`src/rtl/tug_playfield.sv`:
```
// Two-player tug-of-war playfield: one position register drives a one-hot LED bar,
// with edge scoring, a blank hold phase after each point, and a latched match winner.
module tug_playfield #(
  parameter int N_LIGHTS    = 9,
  parameter int WIN_POINTS  = 7,
  parameter int HOLD_CYCLES = 4
) (
  input  logic                                clk,
  input  logic                                reset,
  input  logic                                L,
  input  logic                                R,
  output logic [N_LIGHTS-1:0]                 lights,
  output logic [$clog2(N_LIGHTS)-1:0]         pos,
  output logic                                point_l,
  output logic                                point_r,
  output logic [$clog2(WIN_POINTS+1)-1:0]     score_l,
  output logic [$clog2(WIN_POINTS+1)-1:0]     score_r,
  output logic [1:0]                          winner
);

  localparam int PW = $clog2(N_LIGHTS);
  localparam int SW = $clog2(WIN_POINTS + 1);
  localparam int CW = $clog2(HOLD_CYCLES + 1);

  localparam logic [PW-1:0]       CENTRE       = PW'((N_LIGHTS - 1) / 2);
  localparam logic [PW-1:0]       LEFT_EDGE    = PW'(N_LIGHTS - 1);
  localparam logic [SW-1:0]       WIN          = SW'(WIN_POINTS);
  localparam logic [CW-1:0]       HOLD_LAST    = CW'(HOLD_CYCLES - 1);
  localparam logic [N_LIGHTS-1:0] ONE          = {{(N_LIGHTS-1){1'b0}}, 1'b1};
  localparam logic [N_LIGHTS-1:0] CENTRE_LIGHT = ONE << CENTRE;
  localparam logic [N_LIGHTS-1:0] LEFT_LIGHT   = ONE << LEFT_EDGE;

  localparam logic [1:0] S_PLAY  = 2'd0;
  localparam logic [1:0] S_POINT = 2'd1;
  localparam logic [1:0] S_DONE  = 2'd2;

  logic [1:0]          state_q,   state_d;
  logic [PW-1:0]       pos_q,     pos_d;
  logic [N_LIGHTS-1:0] lights_q,  lights_d;
  logic [SW-1:0]       score_l_q, score_l_d;
  logic [SW-1:0]       score_r_q, score_r_d;
  logic [CW-1:0]       hold_q,    hold_d;
  logic [1:0]          winner_q,  winner_d;
  logic                point_l_q, point_l_d;
  logic                point_r_q, point_r_d;

  logic          move_l, move_r;
  logic [SW-1:0] score_l_inc, score_r_inc;

  always_comb begin
    state_d     = state_q;
    pos_d       = pos_q;
    score_l_d   = score_l_q;
    score_r_d   = score_r_q;
    hold_d      = hold_q;
    winner_d    = winner_q;
    point_l_d   = 1'b0;
    point_r_d   = 1'b0;
    move_l      = L & ~R;
    move_r      = R & ~L;
    score_l_inc = score_l_q + SW'(1);
    score_r_inc = score_r_q + SW'(1);

    case (state_q)
      S_PLAY: begin
        if (move_l) begin
          if (pos_q == LEFT_EDGE) begin
            score_l_d = score_l_inc;
            point_l_d = 1'b1;
            hold_d    = '0;
            if (score_l_inc == WIN) begin
              state_d  = S_DONE;
              winner_d = 2'b10;
            end else begin
              state_d  = S_POINT;
            end
          end else begin
            pos_d = pos_q + PW'(1);
          end
        end else if (move_r) begin
          if (pos_q == '0) begin
            score_r_d = score_r_inc;
            point_r_d = 1'b1;
            hold_d    = '0;
            if (score_r_inc == WIN) begin
              state_d  = S_DONE;
              winner_d = 2'b01;
            end else begin
              state_d  = S_POINT;
            end
          end else begin
            pos_d = pos_q - PW'(1);
          end
        end
      end
      // The point cycle itself is the first of the HOLD_CYCLES blank cycles.
      S_POINT: begin
        if (hold_q == HOLD_LAST) begin
          state_d = S_PLAY;
          pos_d   = CENTRE;
          hold_d  = '0;
        end else begin
          hold_d  = hold_q + CW'(1);
        end
      end
      default: begin
      end
    endcase

    case (state_d)
      S_PLAY:  lights_d = ONE << pos_d;
      S_POINT: lights_d = '0;
      default: lights_d = (winner_d == 2'b10) ? LEFT_LIGHT : ONE;
    endcase
  end

  always_ff @(posedge clk) begin
    if (reset) begin
      state_q   <= S_PLAY;
      pos_q     <= CENTRE;
      lights_q  <= CENTRE_LIGHT;
      score_l_q <= '0;
      score_r_q <= '0;
      hold_q    <= '0;
      winner_q  <= 2'b00;
      point_l_q <= 1'b0;
      point_r_q <= 1'b0;
    end else begin
      state_q   <= state_d;
      pos_q     <= pos_d;
      lights_q  <= lights_d;
      score_l_q <= score_l_d;
      score_r_q <= score_r_d;
      hold_q    <= hold_d;
      winner_q  <= winner_d;
      point_l_q <= point_l_d;
      point_r_q <= point_r_d;
    end
  end

  assign lights  = lights_q;
  assign pos     = pos_q;
  assign point_l = point_l_q;
  assign point_r = point_r_q;
  assign score_l = score_l_q;
  assign score_r = score_r_q;
  assign winner  = winner_q;

endmodule

```
`config.mk`:
```
export PLATFORM = sky130hd
export DESIGN_NAME = tug_playfield
export DESIGN_NICKNAME = d
export VERILOG_FILES = /design/src/rtl/tug_playfield.sv
export SDC_FILE = /design/constraint.sdc
export NUM_CORES = 1
export LEC_CHECK = 0
export CAP_MARGIN = 15
export CORE_MARGIN = 10
export CORE_UTILIZATION = 47
export DETAILED_ROUTE_END_ITERATION = 12
export GPL_TIMING_DRIVEN = 0
export PLACE_DENSITY = 0.85
export SYNTH_ARGS = -nofsm -noshare
export SYNTH_HDL_FRONTEND = slang
export SYNTH_SLANG_ARGS = --single-unit
```
`constraint.sdc`:
```
create_clock -name clk -period 2.2 [get_ports clk]
set_clock_uncertainty 0.15 [all_clocks]
set_input_delay 0.33 -clock clk [delete_from_list [all_inputs] [get_ports clk]]
set_output_delay 0.33 -clock clk [all_outputs]
set_load 0.01 [all_outputs]
```
==> metrics.md, run 1 <==
| Metric | Value |
|---|---|
| Busiest layer in global routing | `met2` |
| Worst Hold End | `hold_q[2]$_SDFFE_PP0P_` |
| Final Wtd Congestion | `0.9441` |
| Antenna violations before repair | `0` |
| Drt initial violations | `138` |
| Dpl cell area | `0.001854 sq mm` |
| Worst Path Class, Setup | `flop to flop` |
| Sw frac | `28.55%` |
| Adder-Cell Fraction of Synth Area | `8.137%` |
| Register area share after synthesis | `36.45%` |
| Endpoint class of the critical path | `flop` |
| Overall routed net length | `3.835 mm` |
| Worst skew pair latency | `0.33 ns` |
| Top Ports | `27` |
| Hold_buf cts | `0` |
| Share of cells above drive strength 1 | `29.90%` |
| Worst Tran Pin Value | `0.5171 ns` |
| Final Non-Filler Cells | `248` |
| Yosys reg bits | `28` |
| Hold Path Origin | `hold_q[2]$_SDFFE_PP0P_` |
| Net Count, Synth | `180` |
| Total track usage | `12.62%` |
| CP Launch Type | `flop` |
| P_sw | `0.3095 mW` |
| Reg-to-reg critical path endpoint | `lights[3]$_SDFF_PP0_` |
| Critical R2R Launch | `pos[1]$_SDFF_PP0_` |
| Detail Route Antenna Nets | `0` |
| Remaining routing DRC violations | `0` |
| Cell variety after synth | `55` |
| Vias/cell | `5.556` |
| Row count | `20` |
| Port Buf Inserts | `26` |
| Max Buffers Root-to-Sink | `2` |
| Outcome | `completed` |
| Final Net Count | `219` |
| Antenna diodes | `0` |
| Async S/R FF share, synth | `0%` |
| Wire per inst | `15.46 um` |
| Clk slew on worst S/H paths | `0.15 ns` |
| Pin count of the biggest net entering global routing | `16` |
| CTS Buf Count | `3` |
| Number of fill cells | `250` |
| CP Data Arrival Time | `2.26 ns` |
| Final instance area | `0.002117 sq mm` |
| Internal | `0.7747 mW` |
| Core area | `0.003103 sq mm` |
| Root Driver | `clkbuf_4` |
| Compound-cell area share of the yosys netlist | `20.02%` |
| Max-cap violations | `0` |
| Worst EP required | `2.31 ns` |
| Most frequent cells in the layout | `dfxtp_1, clkdlybuf4s50_1, nor2_1, buf_4, nand2_1` |
| Post-synthesis cell area | `0.001538 sq mm` |
| Largest family of logic cells by synthesized area | `simple AND/OR/NAND/NOR gates` |
| CTS sink count | `28` |
| Clock network fraction of total power | `23.0%` |
| YS warnings | `0` |
| Met2 usage | `22.07%` |
| Crit Path Max Fanout | `8` |
| M3 GR Usage | `4.779%` |
| Worst VDD drop | `0.3698 mV` |
| Post-Synth XOR/XNOR Area | `3.987%` |
| Power per cell area | `512.2 mW/mm^2` |
| Top_reg_cell synth | `dfxtp_1` |
| P_leak | `0.8177 nW` |
| DIE AREA | `0.005960 sq mm` |
| H-tree Lvls | `1` |
| Initial core utilization | `49.56%` |
| Gr ovfl total | `0` |
| GRT met1 Usage | `13.44%` |
| Setup slack, reg-to-reg | `0.06 ns` |
| Setup repair after global routing missed its margin | `true` |
| Final setup fails | `0` |
| Flop pwr share | `49.7%` |
| Mux share of post-synthesis cell area | `0.6509%` |
| F_max | `466.4 MHz` |
| Slew Limit Fails | `0` |
| Slew headroom | `65.53%` |
| CTS tree | `done` |
| Global-route wire length before repair | `6.465 mm` |
| Avg Cell Area, Syn | `9.263 sq um` |
| Hold Path Depth | `1` |
| Die X | `77.20 um` |
| Routed via count | `1378` |
| Synthesis-to-layout area growth | `37.67%` |
| Mapped Cells | `166` |
| Logic pwr share | `27.3%` |
| Post-Synth Simple-Gate Area | `25.14%` |
| Final hold violation count | `0` |
| Placed cells | `236` |
| Die height | `77.20 um` |
| Tightest Hold Check Type | `flop to flop` |
| Worst Reg-to-Reg Cells | `7` |
| Number of flops mapped to enable cells by yosys | `0` |
| Crit share post-route | `97.47%` |
| DP HPWL | `2.543 mm` |
| Initial DRT Pass Iterations | `4` |
| Vias in the first global route | `1460` |
| Minimum clock period | `2.144 ns` |
[Yosys cell counts, drive strengths merged, types with 3 or more instances]
cell type	n	area, sq um
buf	5	37.53
or3	3	23.77
or2	4	25.02
a21oi	4	20.02
a211oi	4	35.03
dfxtp	28	560.5
nand2b	5	31.28
nand2	9	33.78
nor2	20	75.07
inv	10	37.53
nor3	6	30.03
ha	10	125.1
o21ai	5	25.02
xor2	5	43.79
nand4	3	18.77
clkbuf	3	11.26
[power groups by stage]
stage,Clock [mW],Sequential [mW],Combinational [mW]
2_1_floorplan,0,0.560,0.130
3_3_place_gp,0,0.553,0.208
3_5_place_dp,0,0.554,0.213
4_1_cts,0.255,0.537,0.264
5_1_grt,0.277,0.540,0.320
6_report,0.249,0.538,0.297
[flip-flops by register name, indices dropped and copies added, names as in the netlist]
signal   flops
pos          4
point_l      1
score_l      3
lights       9
winner       2
point_r      1
score_r      3
state_q      2
hold_q       3
[layout make-up]
class	instances	area, sq um	area share [%]
clock buffer	4	36.28	1.714
timing repair buffer	35	325.3	15.37
tap	44	55.05	2.600
inverter	10	40.04	1.891
multi-input combinational	120	1042	49.23
buffer	7	47.55	2.246
sequential	28	570.5	26.95
[cells by family (layout without fill, tap and decap cells)]
kind of cell             after synthesis  after routing
AO/OA/AOI/OAI                         37             37
XOR/XNOR                               7              7
adder cells (fa/ha/maj)               10             10
buffers and inverters                 18             56
flip-flops                            28             28
multiplexers                           1              1
AND/OR/NAND/NOR                       65             65
[critical path: stages (launching register included)]
cell and delay [ns]:
dfxtp_4 0.38, inv_4 0.06, ha_4 0.17, or4b_4 0.51
a211oi_2 0.26, a221oi_2 0.09, nand4bb_4 0.31, nor3_2 0.14
[how the worst max path moves through the flow]
stage                            from              endpoint  slack (ns)
global placement                    R  lights[5]$_SDFF_PP0_       -0.73
floorplan           pos[1]$_SDFF_PP0_  lights[8]$_SDFF_PP0_      0.0007
finish              pos[1]$_SDFF_PP0_  lights[3]$_SDFF_PP0_        0.06
detailed placement                  R  lights[5]$_SDFF_PP0_       -0.80
global route        pos[1]$_SDFF_PP0_  lights[3]$_SDFF_PP0_       -0.04
CTS                 pos[0]$_SDFF_PP0_  lights[8]$_SDFF_PP0_       0.008
[per-layer routing]
layer	wire length, um	up-vias
met5	0	-
met4	50	0
met3	243	8
met2	1869	37
met1	1671	663
li1	-	670
[metrics by stage]
| stage | setup TNS [ns] | hold WS [ns] | utilization, % | power, mW | setup slack [ns] |
|---|---|---|---|---|---|
| 2_1_floorplan | 0 | 0.3154 | - | 0.6903 | 0.0007212 |
| 3_3_place_gp | -10.07 | 0.3251 | 59.76 | 0.7619 | -0.7336 |
| 3_5_place_dp | -11.08 | 0.3326 | 59.76 | 0.7668 | -0.7984 |
| 4_1_cts | 0 | 0.3530 | 65.93 | 1.055 | 0.007647 |
| 5_1_grt | -0.1319 | 0.3648 | 68.23 | 1.137 | -0.04139 |
| 6_report | 0 | 0.3489 | 68.23 | 1.084 | 0.05571 |
[repair_timing]
item                       CTS  global route
pin swaps                    6            10
setup endpoints to repair   14            10
gates resized for setup     31            17
buffers inserted             6             3
gates cloned                 0             0
No activity file was read; power rests on OpenSTA's default activity.
==> run 2: changes to the inputs <==
- ABC_CLOCK_PERIOD_IN_PS: unset -> 2200
- CORE_MARGIN: 10 -> 2
==> run 2 against run 1 <==
Against the previous run:
- the run now ends with setup timing left
- utilization is 3.0 points higher
- worst hold slack gained 0.031 ns
- wire length grew 18%
- register-to-register slack got worse by 0.09 ns
- combinational power up 6%
- total power is 12% higher
- die area decreased by 37%
- highest routed layer unchanged
==> metrics.md, run 2 (synthesis results as in run 1) <==
| Metric | Value |
|---|---|
| Initial DRT Pass Iterations | `4 (unchanged)` |
| Core area | `0.003078 sq mm (-0.81%)` |
| Drt initial violations | `77 (-44%)` |
| Max Buffers Root-to-Sink | `2 (unchanged)` |
| Die X | `61.20 um (-21%)` |
| Worst VDD drop | `0.4278 mV (+16%)` |
| Final Wtd Congestion | `0.8846 (-6.3%)` |
| Routed via count | `1462 (+6.1%)` |
| Number of fill cells | `207 (-17%)` |
| Clk slew on worst S/H paths | `0.17 ns (+0.02 ns)` |
| Tightest Hold Check Type | `flop to flop` |
| Final hold violation count | `0 (unchanged)` |
| F_max | `447.4 MHz (-4.1%)` |
| Crit share post-route | `101.6% (+4.1 points)` |
| Worst EP required | `2.34 ns (+0.03 ns)` |
| Vias/cell | `5.779 (+4.0%)` |
| Detail Route Antenna Nets | `0 (unchanged)` |
| Overall Power | `1.219 mW (+12%)` |
| Initial core utilization | `49.96% (+0.40 points)` |
| Synthesis-to-layout area growth | `42.64%` |
| CTS tree | `done` |
| Slew Limit Fails | `0 (unchanged)` |
| Wire per inst | `17.95 um (+16%)` |
| Antenna diodes | `0 (unchanged)` |
| Die height | `61.20 um (-21%)` |
| Setup WS pre-CTS | `-0.7757 ns (+0.02261 ns)` |
| Final setup fails | `1 (+1)` |
| Remaining routing DRC violations | `0 (unchanged)` |
| Root Driver | `clkbuf_4` |
| Minimum clock period | `2.235 ns (+0.09108 ns)` |
| DIE AREA | `0.003745 sq mm (-37%)` |
| Max FFs per register | `9 (unchanged)` |
| CP Launch Type | `flop` |
| Failing checks | `setup timing` |
| Antenna violations before repair | `0 (unchanged)` |
| Hold_buf cts | `0 (unchanged)` |
| Share of cells above drive strength 1 | `30.14% (+0.24 points)` |
| DP HPWL | `2.724 mm (+7.1%)` |
| Final instance area | `0.002193 sq mm (+3.6%)` |
| Worst skew pair latency | `0.36 ns (+0.03 ns)` |
| Final Non-Filler Cells | `253 (+2.0%)` |
| Endpoint class of the critical path | `flop` |
| Global-route wire length before repair | `6.644 mm (+2.8%)` |
| Worst Path Class, Setup | `flop to flop` |
| CTS Buf Count | `3 (unchanged)` |
| Total track usage | `24.49% (+12 points)` |
| Dpl cell area | `0.001854 sq mm (unchanged)` |
| P_leak | `0.8573 nW (+4.8%)` |
| Worst Tran Pin Value | `0.4978 ns (-0.01930 ns)` |
| Setup repair after global routing missed its margin | `true` |
| Hold slack | `0.3803 ns (+0.03137 ns)` |
| Top Ports | `27 (unchanged)` |
| Seq. cell area | `568.0 sq um (-0.44%)` |
| Port Buf Inserts | `26 (unchanged)` |
| Worst setup margin | `-0.03538 ns (-0.09108 ns)` |
| CTS sink count | `28 (unchanged)` |
| Most frequent cells in the layout | `dfxtp_1, clkdlybuf4s50_1, nor2_1, buf_4, nand2_1` |
| Vias in the first global route | `1416 (-3.0%)` |
| Outcome | `finished with violations` |
| Overall routed net length | `4.542 mm (+18%)` |
| Commonest non-fill, non-tap cell in the layout | `dfxtp_1` |
| Slew headroom | `66.81% (+1.3 points)` |
| Row count | `20 (unchanged)` |
| Placed cells | `236 (unchanged)` |
| H-tree Lvls | `1 (unchanged)` |
| Gr ovfl total | `0 (unchanged)` |
| Area of the multi-input gates | `0.001059 sq mm (+1.6%)` |
| Pin count of the biggest net entering global routing | `17 (+1)` |
| Max-cap violations | `0 (unchanged)` |
| CP Data Arrival Time | `2.37 ns (+0.11 ns)` |
| Power per cell area | `555.9 mW/mm^2 (+8.5%)` |
| Crit Path Max Fanout | `6 (-2)` |
| Final Net Count | `224 (+2.3%)` |
## run 2: changes by cell type in the layout (fill, tap and decap cells not counted), sizes merged
cell / change
bufinv: +1
clkbuf: -1
buf: +5
dlygate4sd2: -1
dlymetal6s2s: +1
## run 2: critical path, cell delays in order, from the launching register on
cell and delay, ns:
dfxtp_4 0.39, inv_4 0.07, ha_4 0.13, buf_6 0.10
or3b_4 0.40, or3_1 0.42, or2_4 0.26, o21ai_2 0.08
o2bb2ai_1 0.17
## run 2: report_power, final
part	internal, mW	switching (mW)	total (mW)
clock	0.185	0.180	0.364
sequential	0.527	0.0117	0.539
combinational	0.159	0.156	0.316
total	0.872	0.348	1.22
## run 2: through the flow
step,utilization (%),setup TNS (ns)
2_1_floorplan,-,0
3_3_place_gp,60.24,-9.125
3_5_place_dp,60.24,-10.96
4_1_cts,66.06,-0.01134
5_1_grt,71.26,-0.7366
6_report,71.26,-0.03538
## run 2: repair_timing
action | 4_1_cts | 5_1_grt
cloned | 0 | 1
buffers inserted | 5 | 7
gates resized for setup | 26 | 20
endpoints found under the setup margin | 14 | 11
pin swaps | 7 | 18
## run 2: path summary, 6_finish.rpt
| path | start | to | slack (ns) | cells past startpoint |
|---|---|---|---|---|
| setup reg to reg | pos[1]$_SDFF_PP0_ | lights[0]$_SDFF_PP0_ | -0.04 | 8 |
| hold reg to reg | winner[0]$_SDFF_PP0_ | winner[0]$_SDFF_PP0_ | 0.38 | 2 |
| hold / removal | winner[0]$_SDFF_PP0_ | winner[0]$_SDFF_PP0_ | 0.38 | 2 |
| setup / recovery | pos[1]$_SDFF_PP0_ | lights[0]$_SDFF_PP0_ | -0.04 | 8 |
## run 2: cell type report
type	instances	area share (%)
multi-input combinational	120	48.26
sequential	28	25.90
timing repair buffer	39	16.26
buffer	8	2.852
tap	44	2.510
inverter	10	1.825
clock inverter	1	1.369
clock buffer	3	1.027
## run 2: layer usage
layer	wire length [um]	GRT usage, %	vias up
met2	2405	43.16	68
met1	1828	27.70	701
met3	228	4.412	9
li1	-	-	684
met4	78	13.66	0
met5	0	0	-
==> run 3: changes to the inputs <==
- ABC_CLOCK_PERIOD_IN_PS: 2200 -> 2250
- CORE_MARGIN: 2 -> 3
- CORE_UTILIZATION: 47 -> 50
- GPL_TIMING_DRIVEN: 0 -> 1
- PLACE_DENSITY: 0.85 -> 0.86
- clock period: 2.2 -> 2.25 ns (I/O delays scaled with it)
==> run 3 against run 2 <==
Against the previous run:
- the run now ends clean
- clock power fell by 8.8%
- largest power group unchanged
- critical endpoint is now lights[4]$_SDFF_PP1_
- clock-buffer cell count did not move
- utilization is 5.1 points higher
- cell count is 2.0% lower
- wire length fell by 0.75%
- total power decreased by 3.7%
- non-clock buffer count is 8 higher
==> metrics.md, run 3 (synthesis results as in run 1) <==
| Metric | Value |
|---|---|
| Outcome | `completed` |
| Drt initial violations | `108 (+40%)` |
| Crit Path Max Fanout | `6 (unchanged)` |
| Worst setup margin | `0.05564 ns (+0.09102 ns)` |
| Final hold violation count | `0 (unchanged)` |
| Overall routed net length | `4.508 mm (-0.75%)` |
| Endpoint class of the critical path | `flop` |
| Clk slew on worst S/H paths | `0.16 ns (about the same)` |
| Final core utilization | `76.40% (+5.1 points)` |
| Slew Limit Fails | `0 (unchanged)` |
| Tightest Hold Check Type | `flop to flop` |
| Pin count of the biggest net entering global routing | `23 (+6)` |
| DIE AREA | `0.003777 sq mm (+0.84%)` |
| Port Buf Inserts | `26 (unchanged)` |
| Setup WS pre-CTS | `-0.5577 ns (+0.2181 ns)` |
| Max Buffers Root-to-Sink | `2 (unchanged)` |
| Crit share post-route | `97.53% (-4.1 points)` |
| Initial core utilization | `53.90% (+3.9 points)` |
| Number of fill cells | `187 (-9.7%)` |
| Final Non-Filler Cells | `248 (-2.0%)` |
| Die X | `61.46 um (+0.42%)` |
| Critical path startpoint | `pos[1]$_SDFF_PP0_` |
| Max-cap violations | `0 (unchanged)` |
| Antenna violations before repair | `0 (unchanged)` |
| Row count | `19 (-5.0%)` |
| Setup slack, reg-to-reg | `0.06 ns (+0.09 ns)` |
| Max FFs per register | `9 (unchanged)` |
| Remaining routing DRC violations | `0 (unchanged)` |
| Worst VDD drop | `0.2917 mV (-32%)` |
| Hold_buf cts | `0 (unchanged)` |
| Busiest layer in global routing | `met2` |
| GRT met1 Usage | `24.52% (-3.2 points)` |
| Gr ovfl total | `0 (unchanged)` |
| CTS Buf Count | `3 (unchanged)` |
| Root Driver | `clkbuf_4` |
| Met2 usage | `43.96% (+0.80 points)` |
| CTS sink count | `28 (unchanged)` |
| P_leak | `0.8867 nW (+3.4%)` |
| Wire per inst | `18.18 um (+1.3%)` |
| CP Data Arrival Time | `2.31 ns (-0.06 ns)` |
| Setup TNS | `0 ns (+0.03538 ns)` |
| Vias in the first global route | `1524 (+7.6%)` |
| Initial DRT Pass Iterations | `5 (+1)` |
| Core area | `0.002853 sq mm (-7.3%)` |
| Die height | `61.46 um (+0.42%)` |
| Global-route wire length before repair | `6.499 mm (-2.2%)` |
| Antenna diodes | `0 (unchanged)` |
| Total track usage | `22.79% (-1.7 points)` |
| Slew headroom | `65.05% (-1.8 points)` |
| Share of cells above drive strength 1 | `32.26% (+2.1 points)` |
| Commonest non-fill, non-tap cell in the layout | `buf_4` |
| Worst EP required | `2.36 ns (+0.02 ns)` |
| Synthesis-to-layout area growth | `41.74%` |
| DP HPWL | `2.967 mm (+8.9%)` |
| F_max | `455.7 MHz (+1.9%)` |
| Worst Tran Pin Value | `0.5224 ns (+0.02457 ns)` |
| Worst Path Class, Setup | `flop to flop` |
| Final Wtd Congestion | `0.8705 (-1.6%)` |
| Hold Path Origin | `hold_q[2]$_SDFFE_PP0P_` |
| Critical R2R Launch | `pos[1]$_SDFF_PP0_` |
| CTS tree | `done` |
| Most frequent cells in the layout | `buf_4, clkdlybuf4s50_1, dfxtp_1, nor2_1` |
| Final Net Count | `232 (+3.6%)` |
| Placed cells | `241 (+2.1%)` |
| H-tree Lvls | `1 (unchanged)` |
| Routed via count | `1572 (+7.5%)` |
| Detail Route Antenna Nets | `0 (unchanged)` |
| M3 GR Usage | `3.145% (-1.3 points)` |
| Minimum clock period | `2.194 ns (-0.04102 ns)` |
| Final setup fails | `0 (-1)` |
| CP Launch Type | `flop` |
| Power per cell area | `538.4 mW/mm^2 (-3.1%)` |
| Top Ports | `27 (unchanged)` |
| Worst skew pair latency | `0.33 ns (-0.03 ns)` |
| Vias/cell | `6.339 (+9.7%)` |
-- run 3: cell types whose count changed in the layout (fill, tap and decap cells not counted), sizes merged --
| cell | previous run | this run |
|---|---|---|
| buf | 18 | 29 |
| clkbuf | 6 | 3 |
-- run 3: path summary, 6_finish.rpt --
check | end | cells past startpoint
max reg2reg | lights[4]$_SDFF_PP1_ | 9
max | lights[4]$_SDFF_PP1_ | 9
min reg2reg | hold_q[2]$_SDFFE_PP0P_ | 1
min | hold_q[2]$_SDFFE_PP0P_ | 1
-- run 3: report_power, final --
group / total (mW) / switching, mW / internal (mW) / leakage (nW)
sequential: 0.530 / 0.0140 / 0.516 / 0.228
combinational: 0.312 / 0.151 / 0.161 / 0.631
clock: 0.332 / 0.152 / 0.180 / 0.0279
-- run 3: timing repair --
action,in CTS,in global routing
buffers inserted,0,3
gates resized for setup,12,19
pin swaps,3,6
setup endpoints to repair,11,9
-- run 3: critical path: stages (launching register included) --
cell	delay (ns)
dfxtp_2	0.36
inv_2	0.07
ha_4	0.18
buf_4	0.12
nor3b_2	0.21
o31ai_1	0.12
a221oi_2	0.39
buf_4	0.19
nand4_1	0.16
o21bai_1	0.18
-- run 3: layer usage --
layer  part of all wire [%]  vias up  routed length (um)
met5                      0        -                   0
met1                     37      744                1689
met4                    3.9        0                 177
met2                     52       98                2336
met3                    6.7       26                 304
li1                       -      704                   -
-- run 3: through the flow --
step	hold slack (ns)	power, mW	area, sq um
after floorplan	0.3154	0.6744	1538
after global placement	0.3240	0.7772	1983
after detailed placement	0.3342	0.7871	1983
after CTS	0.3535	1.126	2095
after global routing	0.3704	1.210	2180
final	0.3546	1.174	2180
-- run 3: area by class of cell --
| cell class | count | area [sq um] | area share, % |
|---|---|---|---|
| clock inverters | 1 | 30.03 | 1.378 |
| repair buffers | 55 | 479.2 | 21.99 |
| inverters | 10 | 37.54 | 1.722 |
| clock buffers | 3 | 22.52 | 1.033 |
| flip-flops and latches | 28 | 566.8 | 26.00 |
| well taps | 31 | 38.79 | 1.780 |
| multi-input cells | 120 | 1005 | 46.10 |
